$ cat config.mk
export PLATFORM = sky130hd
export DESIGN_NAME = mult_iter_core
export DESIGN_NICKNAME = d
export VERILOG_FILES = /design/src/rtl/fp_mul_pkg.sv /design/src/rtl/mult_exp_add.sv /design/src/rtl/mult_iter_core.sv
export SDC_FILE = /design/constraint.sdc
export NUM_CORES = 1
export LEC_CHECK = 0
export ABC_CLOCK_PERIOD_IN_PS = 6600
export CAP_MARGIN = 20
export CORE_ASPECT_RATIO = 2
export CORE_UTILIZATION = 54
export DETAILED_ROUTE_END_ITERATION = 10
export GPL_TIMING_DRIVEN = 0
export PLACE_DENSITY_LB_ADDON = 0.2
export SYNTH_ARGS = -nofsm -noshare
export SYNTH_HDL_FRONTEND = slang
export SYNTH_SLANG_ARGS = --single-unit
$ cat constraint.sdc
create_clock -name in_Clk -period 6.6 [get_ports in_Clk]
set_input_delay 0.99 -clock in_Clk [delete_from_list [all_inputs] [get_ports in_Clk]]
set_output_delay 0.99 -clock in_Clk [all_outputs]
set_load 0.005 [all_outputs]
$ cat src/rtl/fp_mul_pkg.sv
// Shared floating-point multiplier definitions: format defaults, product width
// and FSM state encoding, reused by the iterative core and the normaliser stage.
package fp_mul_pkg;

    localparam int unsigned EXP_WIDTH_DEF  = 8;
    localparam int unsigned MANT_WIDTH_DEF = 23;

    function automatic int unsigned bias_of(input int unsigned exp_width);
        return (1 << (exp_width - 1)) - 1;
    endfunction

    // Raw significand product: two (MANT_WIDTH+1)-bit significands.
    function automatic int unsigned prod_width(input int unsigned mant_width);
        return 2 * mant_width + 2;
    endfunction

    localparam int unsigned BIAS_DEF       = bias_of(EXP_WIDTH_DEF);
    localparam int unsigned PROD_WIDTH_DEF = prod_width(MANT_WIDTH_DEF);

    typedef enum logic [1:0] {
        IDLE = 2'd0,
        MULT = 2'd1,
        DONE = 2'd2
    } mult_state_e;

endpackage

$ cat src/rtl/mult_exp_add.sv
// Combinational exponent path: biased add, bias removal and range flags
// ahead of normalisation (the normaliser's possible +1 is not included).
module mult_exp_add
    import fp_mul_pkg::*;
#(
    parameter int unsigned EXP_WIDTH = EXP_WIDTH_DEF,
    parameter int unsigned BIAS      = bias_of(EXP_WIDTH)
) (
    input  logic [EXP_WIDTH-1:0] exp_a,
    input  logic [EXP_WIDTH-1:0] exp_b,
    output logic [EXP_WIDTH-1:0] exp_sum,
    output logic                 exp_ovf,
    output logic                 exp_unf
);

    localparam int unsigned SUM_W = EXP_WIDTH + 2;

    localparam logic signed [SUM_W-1:0] BIAS_S  = SUM_W'(BIAS);
    localparam logic signed [SUM_W-1:0] OVF_LIM = SUM_W'((1 << EXP_WIDTH) - 1);
    localparam logic signed [SUM_W-1:0] ZERO_S  = '0;

    logic signed [SUM_W-1:0] exp_full;

    always_comb begin
        exp_full = $signed({2'b00, exp_a}) + $signed({2'b00, exp_b}) - BIAS_S;
        exp_sum  = exp_full[EXP_WIDTH-1:0];
        exp_ovf  = (exp_full >= OVF_LIM);
        exp_unf  = (exp_full <= ZERO_S);
    end

endmodule

$ cat src/rtl/mult_iter_core.sv
// Iterative radix-2 shift-add significand multiplier, one multiplier bit per
// cycle, with sign and exponent results captured when the operation starts.
module mult_iter_core
    import fp_mul_pkg::*;
#(
    parameter int unsigned EXP_WIDTH  = EXP_WIDTH_DEF,
    parameter int unsigned MANT_WIDTH = MANT_WIDTH_DEF,
    parameter int unsigned BIAS       = bias_of(EXP_WIDTH)
) (
    input  logic                      in_Clk,
    input  logic                      in_Rst_n,
    input  logic                      in_SignA,
    input  logic                      in_SignB,
    input  logic [EXP_WIDTH-1:0]      in_ExpA,
    input  logic [EXP_WIDTH-1:0]      in_ExpB,
    input  logic [MANT_WIDTH-1:0]     in_MantA,
    input  logic [MANT_WIDTH-1:0]     in_MantB,
    input  logic                      in_Start,
    output logic                      out_Busy,
    output logic                      out_Done,
    output logic                      out_Sign,
    output logic [EXP_WIDTH-1:0]      out_Exp,
    output logic [2*MANT_WIDTH+1:0]   out_Mant,
    output logic                      out_ExpOvf,
    output logic                      out_ExpUnf
);

    localparam int unsigned SIG_W = MANT_WIDTH + 1;
    localparam int unsigned CNT_W = $clog2(SIG_W + 1);
    localparam logic [CNT_W-1:0] LAST_ITER = CNT_W'(SIG_W - 1);

    mult_state_e state, state_nxt;

    logic [CNT_W-1:0]     iter_cnt;
    logic [SIG_W-1:0]     mcand;
    logic [SIG_W-1:0]     prod_hi;
    logic [SIG_W-1:0]     prod_lo;
    logic [SIG_W:0]       partial;
    logic                 sign_q;
    logic [EXP_WIDTH-1:0] exp_q;
    logic                 ovf_q;
    logic                 unf_q;

    logic [EXP_WIDTH-1:0] exp_sum;
    logic                 exp_ovf;
    logic                 exp_unf;

    mult_exp_add #(
        .EXP_WIDTH (EXP_WIDTH),
        .BIAS      (BIAS)
    ) u_exp_add (
        .exp_a   (in_ExpA),
        .exp_b   (in_ExpB),
        .exp_sum (exp_sum),
        .exp_ovf (exp_ovf),
        .exp_unf (exp_unf)
    );

    always_ff @(posedge in_Clk) begin
        if (!in_Rst_n) state <= IDLE;
        else           state <= state_nxt;
    end

    always_comb begin
        state_nxt = state;
        out_Busy  = 1'b0;
        out_Done  = 1'b0;
        case (state)
            IDLE: if (in_Start) state_nxt = MULT;
            MULT: begin
                out_Busy = 1'b1;
                if (iter_cnt == LAST_ITER) state_nxt = DONE;
            end
            DONE: begin
                out_Busy  = 1'b1;
                out_Done  = 1'b1;
                state_nxt = IDLE;
            end
            default: state_nxt = IDLE;
        endcase
    end

    // Multiplier bits are consumed from prod_lo while the product shifts in
    // from the top, so {prod_hi, prod_lo} is the full product after SIG_W steps.
    always_comb begin
        partial = {1'b0, prod_hi} + (prod_lo[0] ? {1'b0, mcand} : '0);
    end

    always_ff @(posedge in_Clk) begin
        if (!in_Rst_n) begin
            iter_cnt <= '0;
            mcand    <= '0;
            prod_hi  <= '0;
            prod_lo  <= '0;
            sign_q   <= 1'b0;
            exp_q    <= '0;
            ovf_q    <= 1'b0;
            unf_q    <= 1'b0;
        end else begin
            case (state)
                IDLE: if (in_Start) begin
                    mcand    <= {1'b1, in_MantA};
                    prod_hi  <= '0;
                    prod_lo  <= {1'b1, in_MantB};
                    iter_cnt <= '0;
                    sign_q   <= in_SignA ^ in_SignB;
                    exp_q    <= exp_sum;
                    ovf_q    <= exp_ovf;
                    unf_q    <= exp_unf;
                end
                MULT: begin
                    {prod_hi, prod_lo} <= {partial, prod_lo[SIG_W-1:1]};
                    iter_cnt           <= iter_cnt + 1'b1;
                end
                default: ;
            endcase
        end
    end

    assign out_Sign   = sign_q;
    assign out_Exp    = exp_q;
    assign out_Mant   = {prod_hi, prod_lo};
    assign out_ExpOvf = ovf_q;
    assign out_ExpUnf = unf_q;

endmodule

==> impl_table.tex, run 1 <==
\begin{tabular}{lr}
\hline
Metric & Value \\
\hline
\multicolumn{2}{l}{\textbf{Run status}} \\
Status & finished with violations \\
Violated checks & design-rule violations \\
\multicolumn{2}{l}{\textbf{Critical path}} \\
Kind of end point of the critical path & flop \\
CP Data Arrival Time & 3.82 ns \\
Critical path start-end classification & input port to flop \\
Worst setup path startpoint & in\_ExpA[0] \\
Reg2Reg Launch Point & prod\_lo[0] \\
Max FO, Critical Path & 8 \\
Required time worst endpoint & about 7 ns \\
Worst-case register-to-register setup slack & 3.29 ns \\
CP startpoint kind & input port \\
\multicolumn{2}{l}{\textbf{Synth}} \\
Count of cell types in the netlist & 56 \\
Count of synthesis-stage warnings from yosys & 0 \\
Fraction of synthesis flops using an asynchronous set or reset pin & 0\% \\
Avg Cell Area, Syn & 8.24 um2 \\
Flip-flop cell with the highest count after synthesis & sky130\_fd\_sc\_hd\_\_dfxtp\_1 \\
Portion of synthesized cell area occupied by the leading cell type & 34.6\% \\
Cell taking the most area after synthesis & sky130\_fd\_sc\_hd\_\_dfxtp\_1 \\
Instance count of the mapped netlist & around 630 \\
Number of flops mapped to enable cells by yosys & 0 \\
Dominant cells by area after synthesis & sky130\_fd\_sc\_hd\_\_dfxtp\_1 35\%, sky130\_fd\_sc\_hd\_\_ha\_1 9.4\%, sky130\_fd\_sc\_hd\_\_nand2\_1 6.6\%, sky130\_fd\_sc\_hd\_\_a211oi\_1 5.1\%, sky130\_fd\_sc\_hd\_\_a21oi\_1 4.9\% \\
Netlist area before placement & 0.00520 mm2 \\
Syn\_nets & 739 \\
Part of the Yosys area used for sequential elements & 34.6\% \\
Synthesis-stage register bit count & 90 \\
\multicolumn{2}{l}{\textbf{Cells and area}} \\
Area growth from synthesis to final layout & 33.3\% \\
Most frequent standard cell in the layout excluding fill and tap cells & sky130\_fd\_sc\_hd\_\_clkdlybuf4s50\_1 \\
Filler instances & 758 \\
Total inserted antenna cells & 0 \\
Share of cells above drive strength 1 & 2.98\% \\
Commonest cells after routing, fill and taps aside & 127 x sky130\_fd\_sc\_hd\_\_clkdlybuf4s50\_1, 91 x sky130\_fd\_sc\_hd\_\_nand2\_1, 90 x sky130\_fd\_sc\_hd\_\_dfxtp\_1, 67 x sky130\_fd\_sc\_hd\_\_nor2\_1, 51 x sky130\_fd\_sc\_hd\_\_a21oi\_1 \\
Area of combinational cells with multiple inputs & 0.00324 mm2 \\
Final Net Count & 877 \\
Register area & 0.00180 mm2 \\
\multicolumn{2}{l}{\textbf{Hold path}} \\
Type of the most critical hold path & flop to flop \\
Startpoint of the tightest hold check path & mcand[6] \\
\multicolumn{2}{l}{\textbf{Timing}} \\
Fmax & 280 MHz \\
Time the final worst path needs with I/O delays and setup & 3.57 ns \\
Share of the clock period used by the worst path & 54.1\% \\
Final Hold Fails & 0 \\
Transition at the pin with the smallest max-transition slack & 0.885 ns \\
RSZ-0062 raised after global routing & false \\
Count of pins over their slew limit & 0 \\
Slew headroom & roughly 41\% \\
Final number of setup-violating endpoints & 0 \\
Setup Total Neg Slack & 0 ns \\
Final worst clock skew & 0.00832 ns \\
\multicolumn{2}{l}{\textbf{Flow run}} \\
Max-cap violation count & 0 \\
\multicolumn{2}{l}{\textbf{Place}} \\
Half-perimeter wire length of the detailed placement result & 11500 um \\
Final Wtd Congestion & approximately 0.97 \\
Number of I/O port buffers & 127 \\
\multicolumn{2}{l}{\textbf{Routing}} \\
Vias/cell & 5.98 \\
Routed wire length & 14800 um \\
Via count & 5243 \\
Remaining routing DRC violations & 7 \\
Post-DR wirelength/cell & 16.9 um \\
Detailed-router iteration count before antenna repair & 8 \\
Number of DRC markers after the initial detailed-route iteration & 191 \\
Remaining antenna violation count after routing & 0 \\
\multicolumn{2}{l}{\textbf{Die}} \\
Height of the chip & 141 um \\
Number of rows in the core area & 50 \\
Number of primary I/O pins & 128 \\
Initial standard-cell utilization of the core & 55.4\% \\
Area of the core region & 0.00938 mm2 \\
Total die area & 0.0101 mm2 \\
Horizontal die dimension & 71.4 um \\
\multicolumn{2}{l}{\textbf{Power}} \\
Portion of total power attributed to the clock network & 38.2\% \\
Net Sw Frac & around 27\% \\
Net switching component of the power & 0.409 mW \\
P\_leak & 2.76 nW \\
Part of the power in combinational logic & 21.9\% \\
Cell-internal power & 1.11 mW \\
Design Power & 1.52 mW \\
Maximum VDD drop & 0.163 mV \\
P per Cell Area & roughly 220 mW/mm2 \\
Fraction of power consumed by sequential logic & 39.9\% \\
\multicolumn{2}{l}{\textbf{Clocking}} \\
Clock tree from TritonCTS & built \\
Hold buffer count at cts & 0 \\
Max Buffers Root-to-Sink & 2 \\
CTS Sinks & 90 \\
Setup repair bufs after CTS & 0 \\
Clock slew seen by the registers of the worst setup and hold paths & 0.06 ns \\
Root Driver & sky130\_fd\_sc\_hd\_\_clkbuf\_16 \\
Clock insertion delay at the later pin of the skew report & 0.34 ns \\
Cts bufs inserted & 9 \\
Post-cts repair resize count & 0 \\
H-tree depth & 3 \\
\multicolumn{2}{l}{\textbf{Global routing}} \\
All-Layer GR Usage & 31.0\% \\
Initial antenna violation count & 0 \\
Global-route wire length before repair & about 25000 um \\
Overflow left after global routing & 0 \\
Number of global-route vias before repair & 5450 \\
Maximum number of pins on one net before global-route repair & 15 \\
\hline
\end{tabular}
cell type report:
cell class | instances | area share, %
clock inverter | 5 | 1.50
inverter | 12 | 0.649
tap | 104 | 1.88
multi-input combinational | 499 | 46.7
buffer | 30 | 1.64
timing repair buffer | 127 | 18.3
clock buffer | 10 | 3.30
sequential | 90 | 26.0
routing by layer:
metal  wire length (um)  global-route usage [%]  up-vias
li1                   -                       -     2521
met1               5070                    27.9     2485
met2               8340                    59.9      185
met3                713                    7.08       52
met4                675                    19.3        0
met5                  0                       0        -
power by group through the flow:
stage	Sequential (mW)	Clock [mW]	Combinational [mW]
6_report	0.607	0.580	0.333
5_1_grt	0.611	0.610	0.366
4_1_cts	0.607	0.586	0.333
3_5_place_dp	0.618	0	0.330
3_3_place_gp	0.617	0	0.321
2_1_floorplan	0.614	0	0.185
state kept, by name (all words and copies together), names as in the netlist:
| name | cells |
|---|---|
| out_ExpUnf | 1 |
| mcand | 24 |
| out_ExpOvf | 1 |
| out_Sign | 1 |
| prod_lo | 24 |
| iter_cnt | 5 |
| state | 2 |
| out_Exp | 8 |
| prod_hi | 24 |
cell usage after synthesis, drive strengths merged, types with 2 or more instances:
cell	instances
a21oi	51
clkbuf	27
o32ai	2
o221ai	2
o211ai	4
buf	3
dfxtp	90
or3	4
a22oi	9
nor2b	6
a2111oi	2
a311oi	2
nor3	3
fa	2
o21bai	4
nand3	2
nand2b	6
nor4	2
xor2	11
xnor2	24
ha	39
mux2i	25
nor2	68
o21ai	29
a31o	2
a31oi	3
a211oi	36
inv	12
and2	26
a21o	12
o22ai	2
nor3b	2
o31ai	3
and3	4
nand4	3
a221oi	4
nand4b	2
nand2	91
critical path: stages:
cell and delay [ns]:
sky130_fd_sc_hd__clkdlybuf4s50_1 0.41, sky130_fd_sc_hd__ha_1 0.23, sky130_fd_sc_hd__fa_1 0.41, sky130_fd_sc_hd__xnor2_1 0.25, sky130_fd_sc_hd__or4_1 0.55, sky130_fd_sc_hd__buf_2 0.17
sky130_fd_sc_hd__or3_1 0.32, sky130_fd_sc_hd__a211oi_2 0.18, sky130_fd_sc_hd__a31oi_1 0.06, sky130_fd_sc_hd__o32ai_1 0.25
metrics by stage:
stage	area [um2]	cells	utilization, %	worst slack [ns]	hold slack, ns
after global placement	6600	862	70.4	2.73	0.438
final	6940	877	73.9	3.03	0.453
after global routing	6940	877	73.9	2.78	0.475
after floorplan	5200	631	-	3.27	0.432
after CTS	6940	877	73.9	3.03	0.454
after detailed placement	6600	862	70.4	2.69	0.445
kinds of logic after synthesis:
| kind of cell | synth area share [%] |
|---|---|
| mux | 4.81 |
| flops | 34.6 |
| xor+xnor | 6.04 |
| buf+inv | 3.06 |
| simple gates | 19.3 |
| compound gates | 22.0 |
| fa+ha+maj | 10.2 |
worst paths after layout:
| path | to | cells after the start |
|---|---|---|
| hold / removal | mcand[6] | 2 |
| setup reg to reg | prod_hi[20] | 11 |
| hold reg to reg | mcand[6] | 2 |
| setup / recovery | out_ExpUnf | 10 |
Note: power is estimated with default switching activity, not from simulation.
==> run 2: changes to the inputs <==
--- a/config.mk
+++ b/config.mk
@@ -5,10 +5,10 @@
 export SDC_FILE = /design/constraint.sdc
 export NUM_CORES = 1
 export LEC_CHECK = 0
-export ABC_CLOCK_PERIOD_IN_PS = 6600
+export ABC_CLOCK_PERIOD_IN_PS = 3300
 export CAP_MARGIN = 20
 export CORE_ASPECT_RATIO = 2
-export CORE_UTILIZATION = 54
+export CORE_UTILIZATION = 50
 export DETAILED_ROUTE_END_ITERATION = 10
 export GPL_TIMING_DRIVEN = 0
 export PLACE_DENSITY_LB_ADDON = 0.2
==> constraint.sdc (replaced) <==
create_clock -name in_Clk -period 3.3 [get_ports in_Clk]
set_input_delay 0.495 -clock in_Clk [delete_from_list [all_inputs] [get_ports in_Clk]]
set_output_delay 0.495 -clock in_Clk [all_outputs]
set_load 0.005 [all_outputs]
==> run 2 against run 1 <==
The flow now finishes without violations. Wire length is 2.4% lower. Critical path type unchanged. Via count decreased by 1.6%. Clock skew increased by 0.0016 ns. Count of clock-buffer cells in the layout unchanged. Sequential power increased by 99%. Combinational power up 100%. Register-to-register slack worse by 3.0 ns. Flip-flop and latch count is the same. Critical path depth stayed put. Core utilization is 4.8 points lower. Clock power grew 79%. Power rose by 92%.
==> impl_table.tex, run 2 (synthesis results as in run 1) <==
\begin{tabular}{lr}
\hline
Metric & Value \\
\hline
\multicolumn{2}{l}{\textbf{Critical path}} \\
Worst setup path startpoint & in\_ExpA[0] (unchanged) \\
Sum of buffers and inverters on the critical path & 2 (unchanged) \\
Max FO, Critical Path & 6 (was 8) \\
Required time worst endpoint & 3.55 ns (was 6.85 ns) \\
Kind of end point of the critical path & flop (unchanged) \\
CP cell instances & clkdlybuf4s50\_1 > ha\_1 > fa\_1 > nand2\_1 > or4\_1 > buf\_2 > or3\_1 > a211oi\_2 > a31oi\_1 > o32ai\_1 (was clkdlybuf4s50\_1 > ha\_1 > fa\_1 > xnor2\_1 > or4\_1 > buf\_2 > or3\_1 > a211oi\_2 > a31oi\_1 > o32ai\_1) \\
Largest delay share family, worst path & simple AND/OR/NAND/NOR gates (unchanged) \\
CP startpoint kind & input port (unchanged) \\
Crit. path cell count & 10 (unchanged) \\
Worst stage delay on the critical path & 0.59 ns (was 0.55 ns) \\
Slowest cell on the critical path & sky130\_fd\_sc\_hd\_\_fa\_1 (was sky130\_fd\_sc\_hd\_\_or4\_1) \\
CP Data Arrival Time & 3.32 ns (was 3.82 ns) \\
Reg2Reg Launch Point & prod\_lo[0] (unchanged) \\
R2R cell count & 11 (unchanged) \\
Critical path start-end classification & input port to flop (unchanged) \\
\multicolumn{2}{l}{\textbf{Clocking}} \\
H-tree depth & 3 (unchanged) \\
Cts bufs inserted & 9 (unchanged) \\
CTS Sinks & 90 (unchanged) \\
Root Driver & sky130\_fd\_sc\_hd\_\_clkbuf\_16 (unchanged) \\
Max Buffers Root-to-Sink & 2 (unchanged) \\
Clock insertion delay at the later pin of the skew report & 0.35 ns (was 0.34 ns) \\
Clock slew seen by the registers of the worst setup and hold paths & 0.07 ns (was 0.06 ns) \\
Clock tree from TritonCTS & built (unchanged) \\
\multicolumn{2}{l}{\textbf{Cells and area}} \\
Largest registers & mcand (24), prod\_hi (24), prod\_lo (24) (unchanged) \\
Area growth from synthesis to final layout & 33.9\% (was 33.3\%) \\
Most frequent standard cell in the layout excluding fill and tap cells & sky130\_fd\_sc\_hd\_\_clkdlybuf4s50\_1 (unchanged) \\
Filler instances & 831 (was 758) \\
Commonest cells after routing, fill and taps aside & 127 x sky130\_fd\_sc\_hd\_\_clkdlybuf4s50\_1, 91 x sky130\_fd\_sc\_hd\_\_nand2\_1, 89 x sky130\_fd\_sc\_hd\_\_dfxtp\_1, 67 x sky130\_fd\_sc\_hd\_\_nor2\_1, 51 x sky130\_fd\_sc\_hd\_\_a21oi\_1 (was 127 x sky130\_fd\_sc\_hd\_\_clkdlybuf4s50\_1, 91 x sky130\_fd\_sc\_hd\_\_nand2\_1, 90 x sky130\_fd\_sc\_hd\_\_dfxtp\_1, 67 x sky130\_fd\_sc\_hd\_\_nor2\_1, 51 x sky130\_fd\_sc\_hd\_\_a21oi\_1) \\
Share of cells above drive strength 1 & 3.75\% (was 2.98\%) \\
Non-filler instance count after layout & 909 (was 877) \\
Final Net Count & 877 (unchanged) \\
Total inserted antenna cells & 0 (unchanged) \\
Share of the core filled with cells & 69.1\% (was 73.9\%) \\
\multicolumn{2}{l}{\textbf{Flow run}} \\
Max-cap violation count & 0 (unchanged) \\
\multicolumn{2}{l}{\textbf{Routing}} \\
Post-DR wirelength/cell & 15.9 um (was 16.9 um) \\
Vias/cell & 5.67 (was 5.98) \\
Remaining routing DRC violations & 0 (was 7) \\
Via count & 5158 (was 5243) \\
Number of DRC markers after the initial detailed-route iteration & 193 (was 191) \\
Remaining antenna violation count after routing & 0 (unchanged) \\
Routed wire length & 14400 um (was 14800 um) \\
Detailed-router iteration count before antenna repair & 5 (was 8) \\
\multicolumn{2}{l}{\textbf{Timing}} \\
Time the final worst path needs with I/O delays and setup & 3.08 ns \\
Fmax & 325 MHz \\
RSZ-0062 raised after global routing & false (unchanged) \\
Transition at the pin with the smallest max-transition slack & 0.896 ns (was 0.885 ns) \\
Share of the clock period used by the worst path & approximately 93\% \\
Count of pins over their slew limit & 0 (unchanged) \\
Final number of setup-violating endpoints & 0 (unchanged) \\
Slew headroom & 40.3\% (was 41.0\%) \\
Final worst clock skew & 0.00988 ns (was 0.00832 ns) \\
Post-layout worst setup margin & 0.222 ns (was 3.03 ns) \\
Final Hold Fails & 0 (unchanged) \\
\multicolumn{2}{l}{\textbf{Place}} \\
Final Wtd Congestion & 0.916 (was 0.968) \\
Placed cells & 893 (was 862) \\
Pre-CTS WS & -0.183 ns (was 2.69 ns) \\
Half-perimeter wire length of the detailed placement result & 11400 um (was 11500 um) \\
Number of I/O port buffers & 127 (unchanged) \\
\multicolumn{2}{l}{\textbf{Hold path}} \\
Startpoint of the tightest hold check path & mcand[14] (was mcand[6]) \\
Type of the most critical hold path & flop to flop (unchanged) \\
Worst hold stages & 2 (unchanged) \\
\multicolumn{2}{l}{\textbf{Die}} \\
Initial standard-cell utilization of the core & 51.6\% (was 55.4\%) \\
Area of the core region & 0.0101 mm2 (was 0.00938 mm2) \\
Horizontal die dimension & 74.1 um (was 71.4 um) \\
Total die area & 0.0108 mm2 (was 0.0101 mm2) \\
Number of rows in the core area & 52 (was 50) \\
Number of primary I/O pins & 128 (unchanged) \\
Height of the chip & 146 um (was 141 um) \\
\multicolumn{2}{l}{\textbf{Power}} \\
Fraction of power consumed by sequential logic & 41.5\% (was 39.9\%) \\
P\_leak & 2.75 nW (was 2.76 nW) \\
P per Cell Area & 420 mW/mm2 (was 219 mW/mm2) \\
Portion of total power attributed to the clock network & 35.7\% (was 38.2\%) \\
Part of the power in combinational logic & 22.8\% (was 21.9\%) \\
Cell-internal power & 2.08 mW (was 1.11 mW) \\
Net switching component of the power & 0.839 mW (was 0.409 mW) \\
Net Sw Frac & 28.7\% (was 26.9\%) \\
Maximum VDD drop & 0.338 mV (was 0.163 mV) \\
\multicolumn{2}{l}{\textbf{Run status}} \\
Status & finished clean (was finished with violations) \\
\multicolumn{2}{l}{\textbf{Global routing}} \\
All-Layer GR Usage & 27.9\% (was 31.0\%) \\
Maximum number of pins on one net before global-route repair & 17 (was 15) \\
Overflow left after global routing & 0 (unchanged) \\
Global-route wire length before repair & 23500 um (was 24600 um) \\
Number of global-route vias before repair & 5196 (was 5450) \\
Initial antenna violation count & 0 (unchanged) \\
\hline
\end{tabular}
run 2: per-layer routing:
metal / wire, um / share of wire (%) / track usage [%]
met1: 4990 / 35 / 26.3
met2: 8230 / 57 / 53.6
met3: 708 / 4.9 / 5.94
met4: 515 / 3.6 / 13.1
met5: 0 / 0 / 0
run 2: timing repair:
| item | 4_1_cts | 5_1_grt |
|---|---|---|
| hold buffers | 0 | 0 |
| gates resized for setup | 1 | 6 |
| buffers inserted | 0 | 0 |
| setup endpoints to repair | 1 | 5 |
run 2: area by class of cell:
class	instances	area (um2)	area share [%]
buffer	30	115	1.65
clock buffer	10	229	3.29
clock inverter	6	72.6	1.04
inverter	12	45.0	0.647
multi-input combinational	499	3260	46.8
sequential	90	1800	25.9
tap	135	169	2.43
timing repair buffer	127	1270	18.3
run 2: stage by stage:
stage | TNS, ns | cell area (um2) | power (mW) | hold slack [ns]
2_1_floorplan | 0 | 5200 | 1.60 | 0.432
3_3_place_gp | -0.0990 | 6640 | 1.88 | 0.440
3_5_place_dp | -0.220 | 6640 | 1.90 | 0.446
4_1_cts | 0 | 6940 | 2.94 | 0.456
5_1_grt | 0 | 6960 | 3.06 | 0.473
6_report | 0 | 6960 | 2.92 | 0.451
run 2: path summary, 6_finish.rpt:
path / slack (ns) / end
setup / recovery: 0.22 / out_ExpUnf
hold / removal: 0.45 / mcand[14]
hold reg to reg: 0.45 / mcand[14]
setup reg to reg: 0.27 / prod_hi[19]
run 2: power groups by stage:
stage | logic (mW) | clock network (mW) | registers, mW
global route | 0.735 | 1.10 | 1.22
floorplan | 0.370 | 0 | 1.23
CTS | 0.665 | 1.06 | 1.21
detailed placement | 0.661 | 0 | 1.24
global placement | 0.645 | 0 | 1.23
finish | 0.666 | 1.04 | 1.21
run 2: worst min-delay path: cells and delay by family, from the launching register on:
| family | cells | cell delay (ns) |
|---|---|---|
| DFF | 1 | 0.31 |
| AOI/OAI and AO/OA | 1 | 0.05 |
| and+or+nand+nor | 1 | 0.05 |
